`src/rtl/usb_pkg.sv`:
```
// Shared definitions for the USB full-speed transmit line driver.
package usb_pkg;

    typedef enum logic [2:0] {
        StIdle,
        StSync,
        StData,
        StEopSe0,
        StEopJ
    } tx_state_e;

    // Sent LSB first: seven 0s then a 1, giving K J K J K J K K from idle J.
    localparam logic [7:0] SYNC_BYTE = 8'h80;

    // Number of consecutive 1 data bits after which a 0 is stuffed.
    localparam int unsigned STUFF_LIMIT = 6;

endpackage

```
`src/rtl/usb_nrzi_stuffer.sv`:
```
// NRZI encoder with bit stuffing. One data bit is presented per bit_stb; when
// stall is high the strobe emits a stuffed 0 instead and bit_in is not consumed.
// The ones counter mirrors what the receive-side unstuffer tracks.
module usb_nrzi_stuffer
    import usb_pkg::*;
(
    input  logic clk,
    input  logic reset_n,
    input  logic clr,
    input  logic bit_stb,
    input  logic bit_in,
    output logic line_j,
    output logic stall
);

    logic [2:0] ones_q;

    // Next strobe must carry a stuffed 0 once the run of 1s reaches the limit.
    assign stall = (ones_q == 3'(STUFF_LIMIT));

    // Line state (1 = J) and run length of consecutive 1 data bits.
    always_ff @(posedge clk or negedge reset_n) begin
        if (!reset_n) begin
            line_j <= 1'b1;
            ones_q <= '0;
        end else if (clr) begin
            line_j <= 1'b1;
            ones_q <= '0;
        end else if (bit_stb) begin
            if (stall || !bit_in) begin
                line_j <= ~line_j;
                ones_q <= '0;
            end else begin
                ones_q <= ones_q + 3'd1;
            end
        end
    end

endmodule

```
`src/rtl/usb_tx_line.sv`:
```
// USB full-speed packet transmitter: SYNC, NRZI/stuffed payload bytes, EOP.
// Each bit time is CLKS_PER_BIT cycles (must be at least 2); the line only
// changes on the edge that ends a bit time, or on the edge leaving IDLE.
module usb_tx_line
    import usb_pkg::*;
#(
    parameter int unsigned CLKS_PER_BIT = 4
) (
    input  logic       clk,
    input  logic       reset_n,
    input  logic [7:0] tx_data,
    input  logic       tx_valid,
    input  logic       tx_last,
    output logic       tx_ready,
    output logic       dp,
    output logic       dn,
    output logic       oe,
    output logic       busy,
    output logic       underrun
);

    localparam int unsigned CW = (CLKS_PER_BIT > 2) ? $clog2(CLKS_PER_BIT) : 1;

    tx_state_e     state_q;
    logic [CW-1:0] cnt_q;
    logic [7:0]    shreg_q;
    logic [3:0]    bidx_q;        // bits of the current byte already on the line
    logic          last_q;
    logic          eop_second_q;
    logic          oe_q;
    logic          busy_q;
    logic          underrun_q;

    logic          line_j;
    logic          stall;
    logic          sending;
    logic          strobe;
    logic          start;
    logic          bit_stb;
    logic          bit_in;
    logic          clr;

    assign sending = (state_q == StSync) || (state_q == StData);
    assign strobe  = (state_q != StIdle) && (cnt_q == CW'(CLKS_PER_BIT - 1));
    assign start   = (state_q == StIdle) && tx_valid;

    // Ask for a byte once the current one is fully on the line and no stuff bit
    // is pending, one cycle before the strobe that would present its first bit.
    assign tx_ready = sending && (bidx_q == 4'd8) && !stall && !last_q &&
                      (cnt_q == CW'(CLKS_PER_BIT - 2));

    // The first SYNC bit goes out on the edge leaving IDLE.
    assign bit_stb = start || (sending && strobe && (stall || (bidx_q != 4'd8)));
    assign bit_in  = start ? SYNC_BYTE[0] : shreg_q[0];
    assign clr     = (state_q == StEopJ) && strobe;

    usb_nrzi_stuffer u_stuffer (
        .clk     (clk),
        .reset_n (reset_n),
        .clr     (clr),
        .bit_stb (bit_stb),
        .bit_in  (bit_in),
        .line_j  (line_j),
        .stall   (stall)
    );

    // Packet sequencing, bit timing, byte shifter and registered status outputs.
    always_ff @(posedge clk or negedge reset_n) begin
        if (!reset_n) begin
            state_q      <= StIdle;
            cnt_q        <= '0;
            shreg_q      <= '0;
            bidx_q       <= '0;
            last_q       <= 1'b0;
            eop_second_q <= 1'b0;
            oe_q         <= 1'b0;
            busy_q       <= 1'b0;
            underrun_q   <= 1'b0;
        end else begin
            underrun_q <= tx_ready && !tx_valid;

            if ((state_q == StIdle) || strobe) begin
                cnt_q <= '0;
            end else begin
                cnt_q <= cnt_q + CW'(1);
            end

            // Capture never coincides with a strobe, so it cannot race the shift.
            if (tx_ready && tx_valid) begin
                shreg_q <= tx_data;
                bidx_q  <= '0;
                last_q  <= tx_last;
            end

            unique case (state_q)
                StIdle: begin
                    if (tx_valid) begin
                        state_q <= StSync;
                        shreg_q <= SYNC_BYTE >> 1;
                        bidx_q  <= 4'd1;
                        last_q  <= 1'b0;
                        oe_q    <= 1'b1;
                        busy_q  <= 1'b1;
                    end
                end
                StSync, StData: begin
                    if (strobe && !stall) begin
                        if (bidx_q == 4'd8) begin
                            // Last byte done or no byte supplied: finish the packet.
                            state_q      <= StEopSe0;
                            eop_second_q <= 1'b0;
                        end else begin
                            shreg_q <= shreg_q >> 1;
                            bidx_q  <= bidx_q + 4'd1;
                            if (bidx_q == 4'd0) begin
                                state_q <= StData;
                            end
                        end
                    end
                end
                StEopSe0: begin
                    if (strobe) begin
                        if (eop_second_q) begin
                            state_q <= StEopJ;
                        end
                        eop_second_q <= 1'b1;
                    end
                end
                StEopJ: begin
                    if (strobe) begin
                        state_q <= StIdle;
                        oe_q    <= 1'b0;
                        busy_q  <= 1'b0;
                    end
                end
                default: state_q <= StIdle;
            endcase
        end
    end

    assign dp       = (state_q == StEopSe0) ? 1'b0 : (sending ? line_j : 1'b1);
    assign dn       = (state_q == StEopSe0) ? 1'b0 : (sending ? ~line_j : 1'b0);
    assign oe       = oe_q;
    assign busy     = busy_q;
    assign underrun = underrun_q;

endmodule

```
`config.mk`:
```
export PLATFORM = sky130hd
export DESIGN_NAME = usb_tx_line
export DESIGN_NICKNAME = d
export VERILOG_FILES = /design/src/rtl/usb_pkg.sv /design/src/rtl/usb_nrzi_stuffer.sv /design/src/rtl/usb_tx_line.sv
export SDC_FILE = /design/constraint.sdc
export NUM_CORES = 1
export LEC_CHECK = 0
export ABC_AREA = 0
export CAP_MARGIN = 10
export CORE_MARGIN = 2
export CORE_UTILIZATION = 59
export DETAILED_ROUTE_END_ITERATION = 16
export PLACE_DENSITY = 0.84
export SYNTH_ARGS = -nofsm -noshare
export SYNTH_HDL_FRONTEND = slang
export SYNTH_SLANG_ARGS = --single-unit
```
`constraint.sdc`:
```
create_clock -name clk -period 4.6 [get_ports clk]
set_input_delay 0.69 -clock clk [delete_from_list [all_inputs] [get_ports clk]]
set_output_delay 0.69 -clock clk [all_outputs]
set_load 0.01 [all_outputs]
```
==> results of run 1 <==
-- worst max path at each step --
| stage | startpoint | cells past startpoint | end |
|---|---|---|---|
| 6_report | bidx_q[0]$_DFF_PN0_ | 7 | tx_ready |
| 5_1_grt | bidx_q[0]$_DFF_PN0_ | 7 | tx_ready |
| 4_1_cts | bidx_q[0]$_DFF_PN0_ | 7 | tx_ready |
| 3_5_place_dp | bidx_q[0]$_DFF_PN0_ | 7 | tx_ready |
| 3_3_place_gp | bidx_q[0]$_DFF_PN0_ | 7 | tx_ready |
| 2_1_floorplan | bidx_q[0]$_DFF_PN0_ | 6 | tx_ready |
-- cells by family after synthesis --
kind of cell,share of synthesized area [%]
buffers and inverters,7.56
flip-flops,42.1
multiplexers,1.43
AO/OA/AOI/OAI,22.9
XOR/XNOR,1.18
AND/OR/NAND/NOR,19.8
adder cells (fa/ha/maj),5.04
-- power breakdown --
part	switching [mW]	internal [mW]
sequential	0.0930	0.298
combinational	0.270	0.199
clock	0.0681	0.0332
total	0.431	0.530
-- layer usage --
layer / share of wire (%) / GRT usage (%)
met5: 0 / 0
met4: 1.3 / 12.5
met3: 6.9 / 4.64
met2: 50 / 42.2
met1: 41 / 30.9
-- sequential cells by signal, indices dropped and copies added, names as in the netlist, named ones only --
signal,count
shreg_q,8
bidx_q,4
state_q,3
u_stuffer.ones_q,3
cnt_q,2
busy,1
eop_second_q,1
u_stuffer.line_j,1
underrun,1
-- worst max-delay path: cells and delay by family, from the launching register on --
kind,cells,cell delay [ns]
and+or+nand+nor,3,0.90
DFF,1,0.46
adders and majority gates,1,0.18
buffers and inverters,3,0.69
-- layout by cell type (no fill, tap or decap), types with 4 or more instances in the layout --
cell / count
a21oi_1: 5
a222oi_1: 6
a31oi_1: 4
and2_1: 4
clkdlybuf4s50_1: 17
dfrtp_1: 24
ha_1: 6
inv_1: 18
nand2_1: 16
nand3_1: 7
nor2_1: 12
nor3_1: 4
o21ai_0: 12
-- per-stage QoR --
| step | instances | total power, mW | util (%) | hold WS [ns] |
|---|---|---|---|---|
| 5_1_grt | 207 | 1.04 | 69.3 | 0.530 |
| 2_1_floorplan | 163 | 0.728 | - | 0.394 |
| 3_5_place_dp | 203 | 0.854 | 68.1 | 0.481 |
| 6_report | 207 | 0.961 | 69.3 | 0.497 |
| 4_1_cts | 207 | 0.959 | 69.3 | 0.507 |
| 3_3_place_gp | 203 | 0.831 | 68.1 | 0.455 |
-- synthesized netlist by cell type (4+ instances only) --
cell type | count | area, um^2
dfrtp_1 | 24 | 601
inv_1 | 18 | 67.6
nand2_1 | 16 | 60.1
nor2_1 | 12 | 45.0
o21ai_0 | 12 | 60.1
nand3_1 | 7 | 35.0
a222oi_1 | 6 | 60.1
ha_1 | 6 | 75.1
a21oi_1 | 5 | 25.0
a31oi_1 | 4 | 25.0
and2_1 | 4 | 25.0
nor3_1 | 4 | 20.0
-- layout make-up --
class / instances / area (um^2) / area share (%)
multi-input combinational: 112 / 751 / 44.5
timing repair buffer: 17 / 170 / 10.1
tap: 30 / 37.5 / 2.23
clock buffer: 3 / 22.5 / 1.34
clock inverter: 1 / 7.51 / 0.445
inverter: 19 / 71.3 / 4.23
sequential: 25 / 627 / 37.2
==> metrics.csv, run 1 <==
metric;value;unit
Max Buffers Root-to-Sink;2;
Resized Gates After CTS;0;
vias in the first global route;1286;
hold path start;cnt_q[0]$_DFF_PN0_;
Slew HR;26.6;%
die width;54.3;um
sequential share of the synthesized area;42.1;%
Net count, final;196;
crit path kind;register to output pin;
Placer Congestion;0.936;
R2R cell count;7;
I/O pin cnt;18;
Slew Viols, Final;0;
Max Clk Rate;0.309;GHz
antenna cells;0;
fillcell total;189;
status;finished clean;
vias;1320;
library cells used by synthesis;49;
crit share post-route;70.4;%
most numerous cell on the critical path;inv_1;
Cell Rows;18;
initial core utilization;61.3;%
clk_skew;0.0109;ns
Power Dens Cells;569;nW/um^2
Final Setup Violations;0;
clock latency on the worst-skew pair;0.32;ns
Critical Path Fanout Max;5;
slowest library cell on the worst path;or4_4;
Avg Vias per Cell;6.38;
core footprint;2430;um^2
Critical Path AT;2.55;ns
VDD IR max;0.359;mV
DRT iter0 DRCs;64;
cells along the critical path;inv_1, ha_1, and3b_1, nand2_1, or4_4, inv_1, clkdlybuf4s50_1;
DRC viols;0;
YS warnings;0;
routed wire length;3310;um
max cap viols;0;
hold-fix buffers at CTS;0;
Post-synth ARST share;100;%
clk slew on worst S/H paths;0.15;ns
Die Y;54.3;um
worst setup margin;1.36;ns
wire per inst;16.0;um
antenna-violating nets left;0;
Main synth FF type;dfrtp_1;
DP Worst Slack;1.79;ns
syn_nets;181;
Total Die Area;2940;um^2
unrepaired setup endpoints after global routing;false;
Hold Vio Cnt, Final;0;
Seq cells post-synth;25;
Post-synth EDFFs;0;
R2R Path End;bidx_q[2]$_DFF_PN0_;
Reg-to-Reg Start;bidx_q[0]$_DFF_PN0_;
layout cell share with drive strength beyond 1;9.04;%
Gate Count Post-Synth;163;
startpoint types;register;
worst min path class;register to register;
setup_tns;0;ns
Port-buffer cells;17;
first-pass GRT wire length;5370;um
hpwl dp;2410;um
postcts setup bufs;0;
Total GRT Usage;25.1;%
Mapped Area;1490;um^2
Inserted Clock Buffers;3;
total gr overflow;0;
flop2flop setup slack;2.54;ns
CTS tree;yes;
Root Driver;clkbuf_4;
CP endpoint kind;output pin;
drt pass-1 iters;6;
worst hold stages;1;
largest net degree at the start of global routing;26;
Post-Syn Area per Cell;9.14;um^2
Synth-to-Final Area Change;13.2;%
initial antenna violation count;0;
Final min period;3.24;ns
clk sinks;25;
Worst-Margin Slew;1.10;ns
H-tree levels;1;
Min-Delay Endpoint;cnt_q[0]$_DFF_PN0_;
leakage;0.770;nW
Required @ worst endpoint;3.91;ns
crit-path max cell delay;0.54;ns
Finished Cell Area;1690;um^2
Placed Area;1660;um^2
(Power assumes the default switching activity.)
==> run 2: changes to the inputs <==
CORE_UTILIZATION = 49   (was 59)
PLACE_DENSITY = 0.74   (was 0.84)
clock period = 2.85 ns   (was 4.6 ns; I/O delays follow)
==> metrics.csv, run 2 (synthesized netlist as in run 1, its figures left out) <==
metric;value;unit
Hold Vio Cnt, Final;0;
routed wire length;3590;um
clock latency on the worst-skew pair;0.33;ns
Total GRT Usage;23.5;%
die width;59.1;um
Reg-to-Reg Start;cnt_q[0]$_DFF_PN0_;
Cell Rows;20;
Avg Vias per Cell;6.31;
status;finished clean;
metal2 WL;1760;um
Slew HR;60.1;%
largest net degree at the start of global routing;26;
Port-buffer cells;17;
Critical Path Fanout Max;4;
total gr overflow;0;
core footprint;2980;um^2
Final Setup Violations;0;
clk sinks;25;
Placer Congestion;0.942;
layout cell share with drive strength beyond 1;12.6;%
Slew Viols, Final;0;
DRT iter0 DRCs;96;
Total Die Area;3500;um^2
DRC viols;0;
Top Layer Used;met4;
Die Y;59.1;um
vias;1362;
hold-fix buffers at CTS;0;
leakage;0.805;nW
Synth-to-Final Area Change;16.5;%
most frequent cells in the layout;dfrtp_1, inv_1, clkdlybuf4s50_1;
wire per inst;16.6;um
Root Driver;clkbuf_4;
metal3 WL;165;um
CP endpoint kind;output pin;
Setup crit start;bidx_q[0]$_DFF_PN0_;
startpoint types;register;
initial core utilization;50.0;%
setup_tns;0;ns
Max Clk Rate;0.376;GHz
crit share post-route;93.4;%
antenna-violating nets left;0;
Inserted Clock Buffers;3;
I/O pin cnt;18;
R2R cell count;6;
Critical Path AT;2.23;ns
Final min period;2.66;ns
Max Buffers Root-to-Sink;2;
vias in the first global route;1380;
max cap viols;0;
clk slew on worst S/H paths;0.15;ns
Required @ worst endpoint;2.42;ns
PnR Total Power;1.60;mW
max reg flops;8;
clk_skew;0.00810;ns
crit path kind;register to output pin;
hold_ws;0.443;ns
H-tree levels;1;
VDD IR max;0.379;mV
Net count, final;202;
Post-Route M1 WL;1570;um
antenna cells;0;
Largest Register;shreg_q;
most common cell after layout, fill and taps aside;dfrtp_1;
hpwl dp;2500;um
unrepaired setup endpoints after global routing;false;
Top Registers;shreg_q: 8 flops, bidx_q: 4 flops;
initial antenna violation count;0;
worst min path class;primary input to async pin;
CTS tree;yes;
Power Dens Cells;921;nW/um^2
drt pass-1 iters;4;
first-pass GRT wire length;6290;um
Worst-Margin Slew;0.594;ns
## run 2: per-stage QoR
step           instance area, um^2  utilization [%]  setup WS (ns)  instances
2_1_floorplan                 1490                -          0.914        163
3_3_place_gp                  1690             56.8          0.376        210
3_5_place_dp                  1690             56.8          0.316        210
4_1_cts                       1740             58.3          0.243        216
5_1_grt                       1740             58.3         0.0648        216
6_report                      1740             58.3          0.189        216
## run 2: worst paths after layout
| check | to | slack [ns] |
|---|---|---|
| hold reg to reg | cnt_q[0]$_DFF_PN0_ | 0.49 |
| hold / removal | state_q[0]$_DFFE_PN0P_ | 0.44 |
| max in group asynchronous | u_stuffer.line_j$_DFFE_PN1P_ | 2.12 |
| setup reg to reg | shreg_q[0]$_DFF_PN0_ | 0.72 |
| min in group clk | cnt_q[0]$_DFF_PN0_ | 0.49 |
| setup / recovery | tx_ready | 0.19 |
## run 2: power by group
part / switching [mW] / internal [mW] / total [mW]
registers: 0.115 / 0.481 / 0.597
clock network: 0.115 / 0.0538 / 0.169
logic: 0.481 / 0.352 / 0.833
## run 2: repair_timing
action                                  CTS  global route
buffers inserted                          2             0
endpoints found under the setup margin    1             0
gates resized for setup                   2             0
## run 2: metal layers
layer	track usage (%)	up-vias
li1	-	631
met1	29.2	669
met2	41.6	49
met3	1.97	13
met4	9.74	0
met5	0	-
## run 2: final cells by class
type                    count  area [um^2]
clock buffers               3         22.5
multi-input cells         112          753
fillers                   267         1240
flip-flops and latches     25          627
clock inverters             1         7.51
repair buffers             23          214
inverters                  19         71.3
well taps                  33         41.3
## run 2: critical path: stages (launching register included)
cell,delay (ns)
dfrtp_1,0.42
inv_1,0.10
ha_1,0.19
and3b_1,0.22
nand2_1,0.11
or4_4,0.53
inv_1,0.08
dlygate4sd2_1,0.26
==> run 3: changes to the inputs <==
CORE_MARGIN = 5   (was 2)
==> metrics.csv, run 3 (synthesized netlist as in run 1, its figures left out) <==
metric;value;unit
clk_skew;0.00667;ns
crit share post-route;91.2;%
R2R cell count;6;
R2R Path End;shreg_q[2]$_DFF_PN0_;
DRT iter0 DRCs;107;
fillcell total;263;
max reg flops;8;
vias;1348;
worst setup path end;tx_ready;
hpwl dp;2550;um
antenna cells;0;
vias in the first global route;1335;
Critical Path AT;2.17;ns
Total Die Area;4240;um^2
Inserted Clock Buffers;3;
Synth-to-Final Area Change;16.3;%
Root Driver;clkbuf_4;
clk slew on worst S/H paths;0.14;ns
crit path kind;register to output pin;
Setup crit start;bidx_q[1]$_DFF_PN0_;
Final Setup Violations;0;
Reg-to-Reg Start;cnt_q[0]$_DFF_PN0_;
status;finished clean;
DRC viols;0;
hold-fix buffers at CTS;0;
leakage;0.807;nW
Die Y;65.1;um
Power Dens Cells;920;nW/um^2
drt pass-1 iters;4;
Avg Vias per Cell;6.24;
Placer Congestion;0.980;
Max Clk Rate;0.385;GHz
H-tree levels;1;
first-pass GRT wire length;5980;um
worst min path class;primary input to async pin;
Port-buffer cells;17;
CTS tree;yes;
clk sinks;25;
I/O pin cnt;18;
Final min period;2.60;ns
most frequent cells in the layout;dfrtp_1, inv_1, clkdlybuf4s50_1;
Total GRT Usage;17.8;%
PnR Total Power;1.59;mW
Worst-Margin Slew;0.589;ns
wire per inst;16.0;um
die width;65.1;um
clock latency on the worst-skew pair;0.32;ns
total gr overflow;0;
core footprint;2980;um^2
Critical Path Fanout Max;4;
startpoint types;register;
initial antenna violation count;0;
largest net degree at the start of global routing;15;
Cell Rows;20;
Hold Vio Cnt, Final;0;
Slew Viols, Final;0;
Required @ worst endpoint;2.42;ns
Net count, final;202;
layout cell share with drive strength beyond 1;12.0;%
VDD IR max;0.414;mV
routed wire length;3460;um
CP endpoint kind;output pin;
setup_tns;0;ns
flop2flop setup slack;0.72;ns
antenna-violating nets left;0;
most common cell after layout, fill and taps aside;dfrtp_1;
Largest Register;shreg_q;
Top Registers;shreg_q: 8 flops, bidx_q: 4 flops;
Slew HR;60.6;%
unrepaired setup endpoints after global routing;false;
max cap viols;0;
Max Buffers Root-to-Sink;2;
initial core utilization;50.0;%
## run 3: worst max-delay path, cell delays in order (launching register included)
cell and delay, ns:
dfrtp_1 0.41, inv_1 0.09, ha_1 0.18, and3b_1 0.22
nand2_1 0.11, or4_4 0.52, inv_1 0.06, dlygate4sd2_1 0.26
## run 3: report_power, final
group          internal, mW  switching [mW]  leakage [nW]
registers             0.482           0.112         0.317
clock network        0.0548           0.110        0.0150
logic                 0.352           0.483         0.475
total                 0.889           0.705         0.807
## run 3: metrics by stage
| stage | hold WS, ns | setup slack (ns) | cell area [um^2] | instances | util, % |
|---|---|---|---|---|---|
| floorplan | 0.132 | 0.914 | 1490 | 163 | - |
| global placement | 0.455 | 0.375 | 1690 | 210 | 56.8 |
| detailed placement | 0.464 | 0.329 | 1690 | 210 | 56.8 |
| CTS | 0.463 | 0.254 | 1730 | 216 | 58.2 |
| global route | 0.478 | 0.126 | 1730 | 216 | 58.2 |
| finish | 0.447 | 0.250 | 1730 | 216 | 58.2 |
## run 3: cell type report
type	instances	area (um^2)	share of cell area, %
inverters	19	71.3	4.12
repair buffers	23	214	12.3
flip-flops and latches	25	627	36.2
multi-input cells	112	753	43.5
well taps	33	41.3	2.38
clock buffers	4	26.3	1.52
## run 3: how the worst min path moves through the flow
stage	startpoint	to	slack (ns)	cells after the start
4_1_cts	reset_n	state_q[2]$_DFFE_PN0P_	0.46	1
3_5_place_dp	cnt_q[0]$_DFF_PN0_	cnt_q[0]$_DFF_PN0_	0.46	1
5_1_grt	reset_n	shreg_q[3]$_DFF_PN0_	0.48	1
6_report	reset_n	shreg_q[3]$_DFF_PN0_	0.45	1
3_3_place_gp	cnt_q[0]$_DFF_PN0_	cnt_q[0]$_DFF_PN0_	0.46	1
2_1_floorplan	reset_n	async pin	0.13	0
## run 3: per-layer routing
metal / track usage [%] / wire length [um] / vias to the layer above
met1: 22.1 / 1580 / 655
li1: - / - / 630
met3: 3.25 / 205 / 5
met4: 6.22 / 38 / 0
met2: 31.0 / 1630 / 58
met5: 0 / 0 / -
## run 3: repair_timing
item                                    4_1_cts  5_1_grt
setup buffers                                 2        0
endpoints found under the setup margin        1        0
resized for setup                             2        0
